===== config.mk =====
export PLATFORM = sky130hd
export DESIGN_NAME = prbs_gen_inj
export DESIGN_NICKNAME = d
export VERILOG_FILES = /design/src/rtl/prbs_pkg.sv /design/src/rtl/prbs_gen_inj_lfsr_step.sv /design/src/rtl/prbs_gen_inj.sv
export SDC_FILE = /design/constraint.sdc
export NUM_CORES = 1
export LEC_CHECK = 0
export CORE_AREA = 4 4 171 189
export CTS_BUF_LIST = sky130_fd_sc_hd__clkbuf_8 sky130_fd_sc_hd__clkbuf_16
export CTS_CLUSTER_SIZE = 16
export DETAILED_ROUTE_END_ITERATION = 12
export DIE_AREA = 0 0 175 193
export PLACE_DENSITY = 0.67
export SLEW_MARGIN = 20
export SYNTH_ARGS = -nofsm -noshare
export SYNTH_HDL_FRONTEND = slang
export SYNTH_SLANG_ARGS = --single-unit

===== constraint.sdc =====
create_clock -name clk -period 15.55 [get_ports clk]
set_input_delay 3.11 -clock clk [delete_from_list [all_inputs] [get_ports clk]]
set_output_delay 3.11 -clock clk [all_outputs]
set_load 0.01 [all_outputs]

===== src/rtl/prbs_pkg.sv =====
// Shared constants for the PRBS generator: mode encodings, polynomial degree/tap per mode
// and the all-ones value used to escape the LFSR lock-up state.
package prbs_pkg;

    typedef enum logic [1:0] {
        PRBS7  = 2'd0,
        PRBS15 = 2'd1,
        PRBS23 = 2'd2,
        PRBS31 = 2'd3
    } prbs_mode_e;

    localparam int          LFSR_W    = 31;
    localparam logic [30:0] LFSR_ONES = 31'h7FFF_FFFF;

    function automatic logic [4:0] prbs_deg(input logic [1:0] m);
        case (prbs_mode_e'(m))
            PRBS7:   prbs_deg = 5'd7;
            PRBS15:  prbs_deg = 5'd15;
            PRBS23:  prbs_deg = 5'd23;
            PRBS31:  prbs_deg = 5'd31;
            default: prbs_deg = 5'd31;
        endcase
    endfunction

    function automatic logic [4:0] prbs_tap(input logic [1:0] m);
        case (prbs_mode_e'(m))
            PRBS7:   prbs_tap = 5'd6;
            PRBS15:  prbs_tap = 5'd14;
            PRBS23:  prbs_tap = 5'd18;
            PRBS31:  prbs_tap = 5'd28;
            default: prbs_tap = 5'd28;
        endcase
    endfunction

    // Live-bit mask of the state register; also the reset/lock-up replacement value.
    function automatic logic [30:0] prbs_mask(input logic [1:0] m);
        case (prbs_mode_e'(m))
            PRBS7:   prbs_mask = 31'h0000_007F;
            PRBS15:  prbs_mask = 31'h0000_7FFF;
            PRBS23:  prbs_mask = 31'h007F_FFFF;
            PRBS31:  prbs_mask = LFSR_ONES;
            default: prbs_mask = LFSR_ONES;
        endcase
    endfunction

endpackage


===== src/rtl/prbs_gen_inj_lfsr_step.sv =====
// Combinational DATA_W-step Fibonacci LFSR advance; the first generated bit lands in the MSB.
// Unused high state bits are masked to zero on entry and exit.
module prbs_lfsr_step
    import prbs_pkg::*;
#(
    parameter int DATA_W = 32
) (
    input  logic [30:0]       state_in,
    input  logic [1:0]        mode,
    output logic [30:0]       state_out,
    output logic [DATA_W-1:0] bits_out
);

    logic [30:0] msk_s;
    logic [4:0]  deg_s;
    logic [4:0]  tap_s;

    // Unrolled shift: new bit = s[L-1] ^ s[T-1], shifted in at the bottom.
    always_comb begin
        logic [30:0] st;
        logic        nb;
        msk_s    = prbs_mask(mode);
        deg_s    = prbs_deg(mode);
        tap_s    = prbs_tap(mode);
        bits_out = '0;
        st       = state_in & msk_s;
        nb       = 1'b0;
        for (int i = 0; i < DATA_W; i++) begin
            nb                    = st[deg_s - 5'd1] ^ st[tap_s - 5'd1];
            st                    = {st[29:0], nb} & msk_s;
            bits_out[DATA_W-1-i]  = nb;
        end
        state_out = st;
    end

endmodule


===== src/rtl/prbs_gen_inj.sv =====
// Parallel PRBS7/15/23/31 source with valid/ready output, periodic or single-shot bit-0
// error injection (data only, LFSR untouched) and a saturating injected-word counter.
module prbs_gen_inj
    import prbs_pkg::*;
#(
    parameter int DATA_W    = 32,
    parameter int INJ_CNT_W = 30,
    parameter int ERR_CNT_W = 16
) (
    input  logic                 clk,
    input  logic                 rst,
    input  logic                 en,
    input  logic [1:0]           mode,
    input  logic                 seed_load,
    input  logic [30:0]          seed,
    input  logic                 inj_en,
    input  logic [INJ_CNT_W-1:0] inj_period,
    input  logic                 inj_single,
    output logic [DATA_W-1:0]    dout,
    output logic                 dout_valid,
    input  logic                 dout_ready,
    output logic [ERR_CNT_W-1:0] err_count
);

    logic [30:0]          lfsr_q, lfsr_d;
    logic [1:0]           mode_q, mode_d;
    logic                 mode_vld_q, mode_vld_d;
    logic [DATA_W-1:0]    dout_q, dout_d;
    logic                 dout_valid_q, dout_valid_d;
    logic [INJ_CNT_W-1:0] inj_cnt_q, inj_cnt_d;
    logic                 pend_q, pend_d;
    logic [ERR_CNT_W-1:0] err_q, err_d;

    logic [30:0]          step_state_s;
    logic [DATA_W-1:0]    step_bits_s;
    logic [30:0]          seed_m_s;
    logic                 mode_chg_s, accept_s, load_s, per_hit_s, flip_s;

    prbs_lfsr_step #(.DATA_W(DATA_W)) u_step (
        .state_in  (lfsr_q),
        .mode      (mode),
        .state_out (step_state_s),
        .bits_out  (step_bits_s)
    );

    // Flow control, LFSR update priority and injection bookkeeping.
    always_comb begin
        // mode_vld_q keeps the first post-reset cycle from looking like a mode change
        mode_chg_s = mode_vld_q & (mode != mode_q);
        accept_s   = dout_valid_q & dout_ready;
        load_s     = en & (~dout_valid_q | accept_s) & ~seed_load & ~mode_chg_s;
        per_hit_s  = inj_en & (inj_cnt_q == inj_period);
        flip_s     = per_hit_s | pend_q | inj_single;
        seed_m_s   = seed & prbs_mask(mode);
        mode_d     = mode;
        mode_vld_d = 1'b1;

        if (mode_chg_s) begin
            lfsr_d = prbs_mask(mode);
        end else if (seed_load) begin
            lfsr_d = (seed_m_s == 31'd0) ? prbs_mask(mode) : seed_m_s;
        end else if (load_s) begin
            lfsr_d = step_state_s;
        end else begin
            lfsr_d = lfsr_q;
        end

        if (load_s) begin
            dout_d       = step_bits_s ^ {{(DATA_W-1){1'b0}}, flip_s};
            dout_valid_d = 1'b1;
        end else if (accept_s) begin
            dout_d       = dout_q;
            dout_valid_d = 1'b0;
        end else begin
            dout_d       = dout_q;
            dout_valid_d = dout_valid_q;
        end

        if (!inj_en) begin
            inj_cnt_d = '0;
        end else if (load_s) begin
            inj_cnt_d = per_hit_s ? '0 : inj_cnt_q + {{(INJ_CNT_W-1){1'b0}}, 1'b1};
        end else begin
            inj_cnt_d = inj_cnt_q;
        end

        if (load_s) begin
            pend_d = 1'b0;
        end else begin
            pend_d = pend_q | inj_single;
        end

        if (load_s && flip_s && (err_q != {ERR_CNT_W{1'b1}})) begin
            err_d = err_q + {{(ERR_CNT_W-1){1'b0}}, 1'b1};
        end else begin
            err_d = err_q;
        end
    end

    // State registers; an asserted reset drops any pending output word.
    always_ff @(posedge clk or posedge rst) begin
        if (rst) begin
            lfsr_q       <= LFSR_ONES;
            mode_q       <= 2'd0;
            mode_vld_q   <= 1'b0;
            dout_q       <= '0;
            dout_valid_q <= 1'b0;
            inj_cnt_q    <= '0;
            pend_q       <= 1'b0;
            err_q        <= '0;
        end else begin
            lfsr_q       <= lfsr_d;
            mode_q       <= mode_d;
            mode_vld_q   <= mode_vld_d;
            dout_q       <= dout_d;
            dout_valid_q <= dout_valid_d;
            inj_cnt_q    <= inj_cnt_d;
            pend_q       <= pend_d;
            err_q        <= err_d;
        end
    end

    assign dout       = dout_q;
    assign dout_valid = dout_valid_q;
    assign err_count  = err_q;

endmodule


## Yosys cells after proc, flatten, opt, wreduce, memory -nomap -nowiden

Cells that the tools add are included.

- Register bits: 114
- Bits of input ports: 70
- Output and inout port bits: 49
- Logic and storage cells: 248

- Add/sub/neg operators: 4
- $lt $le $gt $ge: 2
- Equality and inequality tests: 7
- Muxes and demuxes: 141
- Bitwise operators: 80
- Reductions and logical operators: 6

Operator list:

| cell | number |
|---|---|
| 31-bit AND | 34 |
| 1-bit binary-select mux with 5-bit select | 64 |
| 31-bit two-way mux | 4 |
| 31-bit case mux with 4 select lines | 1 |
| 30-bit two-way mux | 3 |
| 1-bit two-way mux | 67 |
| 5-bit case mux with 4 select lines | 2 |
| 1-bit XOR | 32 |
| 32-bit by 1-bit XOR with 32-bit output | 1 |
| 31-bit zero test | 1 |
| 30-bit by 1-bit adder with 30-bit output (second input constant) | 1 |
| 30-bit == test | 1 |
| 16-bit by 1-bit adder with 16-bit output (second input constant) | 1 |
| 16-bit != test (second input constant) | 1 |
| 5-bit by 6-bit less-than comparator with 1-bit output (second input constant) | 2 |
| 5-bit by 1-bit subtractor with 5-bit output (second input constant) | 2 |
| 1-bit AND | 6 |
| 2-bit == test (second input constant) | 2 |
| 1-bit bitwise OR | 4 |
| 1-bit NOT | 3 |
| 3-bit nonzero test | 1 |
| 2-bit by 1-bit == test with 1-bit output (second input constant) | 1 |
| 1-bit logical AND | 2 |
| 2-bit zero test | 1 |
| other kinds (3) | 3 |

## Longest topological paths before layout

- Depth after elaboration: 134
- Mapped depth: 36

## Hierarchy

Synthesis repeated with hierarchy kept, for this count alone.

- Cells, all modules: 1615
- Area, all modules: 12404.4 um^2

Modules (own cells, without submodules):

| module | instances | cells an instance | area each (um^2) | sequential area each (um^2) |
|---|---|---|---|---|
| prbs_lfsr_step | 1 | 989 | 6580.1 | 0.0 |
| prbs_gen_inj | 1 | 626 | 5824.3 | 2891.5 |

## Worst setup path before layout

No wires, ideal clock.

- Path kind: input port to flip-flop
- Start: input port mode[0]
- End: register dout_q[1], in the netlist dout[1]
- Data arrival time: 10.713 ns
- Data required time: 15.413 ns
- Slack: 4.700 ns
- Stages on the path: 33
- Cells stage by stage: buf_6 -> buf_6 -> nand2_1 -> inv_2 -> clkbuf_1 -> clkbuf_1 -> ha_1 -> buf_2 -> mux2_2 -> a221o_1 -> nand3_1 -> a21o_1 -> mux2_2 -> o41a_1 -> o31a_1 -> nor3_1 -> nor4_2 -> o311a_1 -> or3_1 -> o2111a_1 -> a211o_1 -> a21o_1 -> xor2_1 -> buf_2 -> o21a_1 -> a41o_1 -> or4b_1 -> a31oi_2 -> xnor2_1 -> a211oi_1 -> o22ai_1 -> xnor2_1 -> a21oi_1

- Cells in the longest elaborated chain, start to end: 127

Ends and longest elaborated chain:

| item | RTL line | source |
|---|---|---|
| start: declaration | prbs_gen_inj.sv:13 | `input logic [1:0] mode,` |
| 2-bit == test (tied with other cells) | prbs_pkg.sv:16, prbs_pkg.sv:26, prbs_pkg.sv:37 |  |
| 5-bit case mux with 4 select lines (tied with other cells) | prbs_pkg.sv:16 | `case (prbs_mode_e'(m))` |
| 5-bit by 1-bit subtractor with 5-bit output / 31-bit AND (equally long branches) | prbs_gen_inj_lfsr_step.sv:29, prbs_gen_inj_lfsr_step.sv:26 |  |
| 1-bit binary-select mux with 5-bit select | prbs_gen_inj_lfsr_step.sv:29 | `nb = st[deg_s - 5'd1] ^ st[tap_s - 5'd1];` |
| 1-bit two-way mux (not written as such) | prbs_gen_inj_lfsr_step.sv:29 |  |
| 1-bit XOR | prbs_gen_inj_lfsr_step.sv:29 |  |
| 31-bit AND | prbs_gen_inj_lfsr_step.sv:30 | `st = {st[29:0], nb} & msk_s;` |
| 1-bit binary-select mux with 5-bit select | prbs_gen_inj_lfsr_step.sv:29 |  |
| (+111 left out) | n/a |  |
| 1-bit binary-select mux with 5-bit select | prbs_gen_inj_lfsr_step.sv:29 |  |
| 1-bit two-way mux (not written as such) | prbs_gen_inj_lfsr_step.sv:29 |  |
| 1-bit XOR | prbs_gen_inj_lfsr_step.sv:29 |  |
| 31-bit AND | prbs_gen_inj_lfsr_step.sv:30 |  |
| 1-bit binary-select mux with 5-bit select | prbs_gen_inj_lfsr_step.sv:29 |  |
| 1-bit two-way mux (not written as such) | prbs_gen_inj_lfsr_step.sv:29 |  |
| 1-bit XOR | prbs_gen_inj_lfsr_step.sv:29 |  |
| 32-bit by 1-bit XOR with 32-bit output | prbs_gen_inj.sv:69 | `dout_d = step_bits_s ^ {{(DATA_W-1){1'b0}}, flip_s};` |
| end signal: assignment | prbs_gen_inj.sv:115 | `dout_q <= dout_d;` |
| end: declaration | prbs_gen_inj.sv:28 | `logic [DATA_W-1:0] dout_q, dout_d;` |

Parallel ways exist; a longest one is shown, timed or not. The select of a mux whose other input is x is not followed.
A chain may end at the register's enable or synchronous reset.

## Final worst setup path

- Start: input port mode[1]
- End: register dout_q[0], in the netlist dout[0]

- Cells in the longest elaborated chain, start to end: 131

Ends and longest elaborated chain:

| item | RTL line |
|---|---|
| 2-bit == test (tied with other cells) | prbs_pkg.sv:16, prbs_pkg.sv:26, prbs_pkg.sv:37 |
| 5-bit case mux with 4 select lines (tied with other cells) | prbs_pkg.sv:16 |
| 5-bit by 1-bit subtractor with 5-bit output / 31-bit AND (equally long branches) | prbs_gen_inj_lfsr_step.sv:29, prbs_gen_inj_lfsr_step.sv:26 |
| 1-bit binary-select mux with 5-bit select | prbs_gen_inj_lfsr_step.sv:29 |
| 1-bit two-way mux (not written as such) | prbs_gen_inj_lfsr_step.sv:29 |
| 1-bit XOR | prbs_gen_inj_lfsr_step.sv:29 |
| 31-bit AND | prbs_gen_inj_lfsr_step.sv:30 |
| 1-bit binary-select mux with 5-bit select | prbs_gen_inj_lfsr_step.sv:29 |
| (+115 left out) | n/a |
| 1-bit binary-select mux with 5-bit select | prbs_gen_inj_lfsr_step.sv:29 |
| 1-bit two-way mux (not written as such) | prbs_gen_inj_lfsr_step.sv:29 |
| 1-bit XOR | prbs_gen_inj_lfsr_step.sv:29 |
| 31-bit AND | prbs_gen_inj_lfsr_step.sv:30 |
| 1-bit binary-select mux with 5-bit select | prbs_gen_inj_lfsr_step.sv:29 |
| 1-bit two-way mux (not written as such) | prbs_gen_inj_lfsr_step.sv:29 |
| 1-bit XOR | prbs_gen_inj_lfsr_step.sv:29 |
| 32-bit by 1-bit XOR with 32-bit output | prbs_gen_inj.sv:69 |

Parallel ways exist; a longest one is shown, timed or not. The select of a mux whose other input is x is not followed.

==> results.txt <==
Status -> finished, final reports clean
Compound-Gate Fraction of Synth Area -> 30.3%
Worst setup margin -> 2.52 ns
Layout Nets -> 1755
CP top delay family -> compound AO/OA/AOI/OAI gates
Slew Limit Fails -> 0
RR Startpoint -> lfsr_q[1]$_DFFE_PP1P_
Switching pwr -> 0.831 mW
Maximum fanout along the worst path -> 35
Clock group share of total power -> 23.0%
Mapped cell area -> 0.0120 mm2
Synthesized Nets -> 1696
H-tree depth -> 4
Per-cell routed wire length -> 27.9 um
Critical R2R Capture -> dout[0]$_DFFE_PP0P_
WP buf/inv -> 3
Post-synth EDFFs -> 0
Clock Path Buffers -> 2
Crit. End Element -> register
Vias in the first global route -> 13502
WL final -> 58800 um
Antenna Cells -> 0
Asr flop ratio synth -> 100%
CP Data Required Time -> 15.85 ns
Post-DP HPWL -> 43800 um
YS warnings -> 0
Synth top area share -> 17.3%
Worst Skew -> 0.0123 ns
Total gr overflow -> 0
Die X -> 175 um
Pre-antenna DRT Iters -> 9
Seq/Total Area, Yosys -> 24.0%
Comb pwr share -> 52.2%
Cts hold-fix bufs -> 0
Post-Synth XOR/XNOR Area -> 7.69%
Post-CTS Resized -> 0
CTS Sinks -> 114
Via count -> 13939
GRT Util Overall -> 34.2%
Post-synthesis mux area share -> 6.95%
TritonCTS Buffers -> 17
Internal cell power -> 0.963 mW
Crit path depth -> 28
Worst path max stage delay -> 0.79 ns
Die height -> 193 um
Final Hold Fails -> 0
DP Area -> 0.0136 mm2
CTS tree -> built
Core ar. -> 0.0303 mm2
Crit path from -> mode[1]
Hold Crit Class -> reg -> reg
Final Setup Violations -> 0
Share of layout cells above drive strength 1 -> 11.6%
# port buffers -> 118
FF-to-FF setup slack -> 6.55 ns
Kind of critical path -> in -> reg
Dpl ws -> 2.32 ns
Worst setup endpoint -> dout[0]$_DFFE_PP0P_
Gate count of the mapped netlist -> 1623
Vias per inst -> 6.61
Num ports -> 119
RSZ-0062 raised after global routing -> no
Synth area leaders -> dfrtp_1 (17%), nand2_1 (7.5%), dfstp_2 (6.8%)
Largest family of logic cells by synthesized area -> compound AO/OA/AOI/OAI gates
Simple-gate share of the synthesized area -> 25.7%
First-pass GRT wire length -> 87300 um
FMAX -> 76.7 MHz
Leakage -> 5.63 nW
Hold WS -> 0.470 ns
Total negative slack -> 0 ns
Clock-pin slew on the worst setup and hold paths -> 0.05 ns
Slew HR -> 23.5%
Min Tclk post-route -> 13.03 ns
MaxCap Viol Count -> 0
Initial antenna violation count -> 0
Switching Fraction -> 46.3%
Row cnt -> 67
Synth Area in Adders -> 0.312%
Worst Tran Pin Value -> 1.15 ns
Worst r2r path cells -> 24
Final ANT Viol Nets -> 0
Syn_area_per_cell -> 7.41 um2
Yosys reg bits -> 114
Reg power frac -> 24.8%
Drt first-iter violations -> 1956
Worst Path Arrival -> 13.33 ns
Die ar. -> 0.0338 mm2
Power Density -> 126 mW/mm2
Worst-skew pair later-pin latency -> 0.43 ns
Peak supply drop -> 0.0588 mV
DRC Markers -> 0
P&R area growth vs syn -> 17.9%
Synth unique cells -> 113
Highest-delay cell along the critical path -> xor2_1
Dominant synthesized flop cell -> dfrtp_1
Routability cong. -> 1.11
Period utilization -> 83.8%
Design Area, Final -> 0.0142 mm2
Root buffer cell -> clkbuf_16
Crit path launch type -> input pin
Initial core utilization -> 39.6%
Largest net degree at the start of global routing -> 69
Postcts setup bufs -> 0
Synth area leader -> dfrtp_1
[how the worst min path moves through the flow]
stage,start,to,slack [ns],cells after the start
final,dout[3]$_DFFE_PP0P_,dout[3]$_DFFE_PP0P_,0.47,2
after detailed placement,dout[3]$_DFFE_PP0P_,dout[3]$_DFFE_PP0P_,0.46,2
after global placement,dout[5]$_DFFE_PP0P_,dout[5]$_DFFE_PP0P_,0.46,1
after CTS,dout[5]$_DFFE_PP0P_,dout[5]$_DFFE_PP0P_,0.48,1
after floorplan,lfsr_q[25]$_DFFE_PP1P_,lfsr_q[25]$_DFFE_PP1P_,0.46,2
after global routing,dout[8]$_DFFE_PP0P_,dout[8]$_DFFE_PP0P_,0.51,2
[worst reg2reg max path, stage by stage (launching register included)]
cell and delay (ns):
dfstp_2 0.75, inv_1 0.21, o221ai_1 0.23, nand3_1 0.12, a21oi_1 0.49, mux2_1 0.42
o41a_1 0.53, o31ai_1 0.54, a21oi_1 0.19, o31ai_1 0.54, xor2_1 0.79, o21ai_0 0.35
nor2b_1 0.22, and4b_1 0.22, a211oi_4 0.64, a21oi_2 0.13, nor2_2 0.11, xnor2_1 0.31
a211oi_1 0.40, mux2i_1 0.34, nand3b_1 0.31, a2111oi_0 0.58, a2111oi_0 0.16, nor4_1 0.25
nand2_1 0.08
[layer usage]
layer	vias to the layer above	global-route usage (%)	part of all wire (%)
li1	6111	-	-
met1	6608	41.3	37
met2	934	53.2	43
met3	286	9.56	11
met4	0	23.7	8.3
met5	-	0	0
[cells in the final DEF, fill, tap and decap left out, types with 19 or more instances in the layout]
master and instances:
nand2_1 240, clkdlybuf4s50_1 116, nor3_1 25, nand4_1 31, mux2_2 21, and3_1 24
a211oi_1 31, o21ai_0 140, buf_4 45, a21oi_1 106, nor2_1 180, xnor2_1 61
dfstp_2 31, inv_1 23, dfrtp_1 83, nand3_1 35, nor4_1 21, a31oi_1 19
mux2i_1 34, xor2_1 39, a21o_1 21
[stage by stage]
step | cells | utilization (%) | total power, mW
finish | 2109 | 46.7 | 1.79
global route | 2109 | 46.7 | 1.87
CTS | 2109 | 46.7 | 1.77
detailed placement | 2077 | 44.7 | 1.35
global placement | 2077 | 44.7 | 1.36
floorplan | 1623 | - | 0.944
[cell type report]
type / count / area (um2)
Clock buffer: 19 / 453
Clock inverter: 13 / 173
Fill cell: 3066 / 16200
Inverter: 25 / 96.3
Multi-Input combinational cell: 1363 / 8550
Sequential cell: 114 / 2890
Tap cell: 414 / 518
Timing Repair Buffer: 161 / 1500
[cell families after synthesis]
group / count (synthesis)
AOI/OAI and AO/OA: 534
xor gates and xnor gates: 103
adders and majority gates: 3
buffers and inverters: 146
DFF: 114
muxes: 67
other: 1
and+or+nand+nor: 655
[power by group through the flow]
stage | clock network (mW) | logic [mW] | registers [mW]
after floorplan | 0 | 0.528 | 0.416
after global placement | 0 | 0.914 | 0.443
after detailed placement | 0 | 0.909 | 0.444
after CTS | 0.418 | 0.912 | 0.440
after global routing | 0.433 | 0.988 | 0.449
final | 0.412 | 0.937 | 0.445
[sequential cells by signal, summed over array words and instances (netlist names)]
| name | flops |
|---|---|
| dout | 32 |
| lfsr_q | 31 |
| inj_cnt_q | 30 |
| err_count | 16 |
| mode_q | 2 |
| dout_valid | 1 |
| mode_vld_q | 1 |
| pend_q | 1 |
[synth_stat cells (all sizes together), types with 22 or more instances]
library cell / count
o21ai: 150
nand3: 36
xnor2: 62
inv: 25
nor3: 26
a211oi: 34
buf: 29
mux2: 22
nand2: 240
nor2: 184
dfrtp: 83
mux2i: 35
clkbuf: 92
nor4: 23
xor2: 41
nand4: 32
and3: 24
a21oi: 107
dfstp: 31
Power figures use the tool's default switching activity.
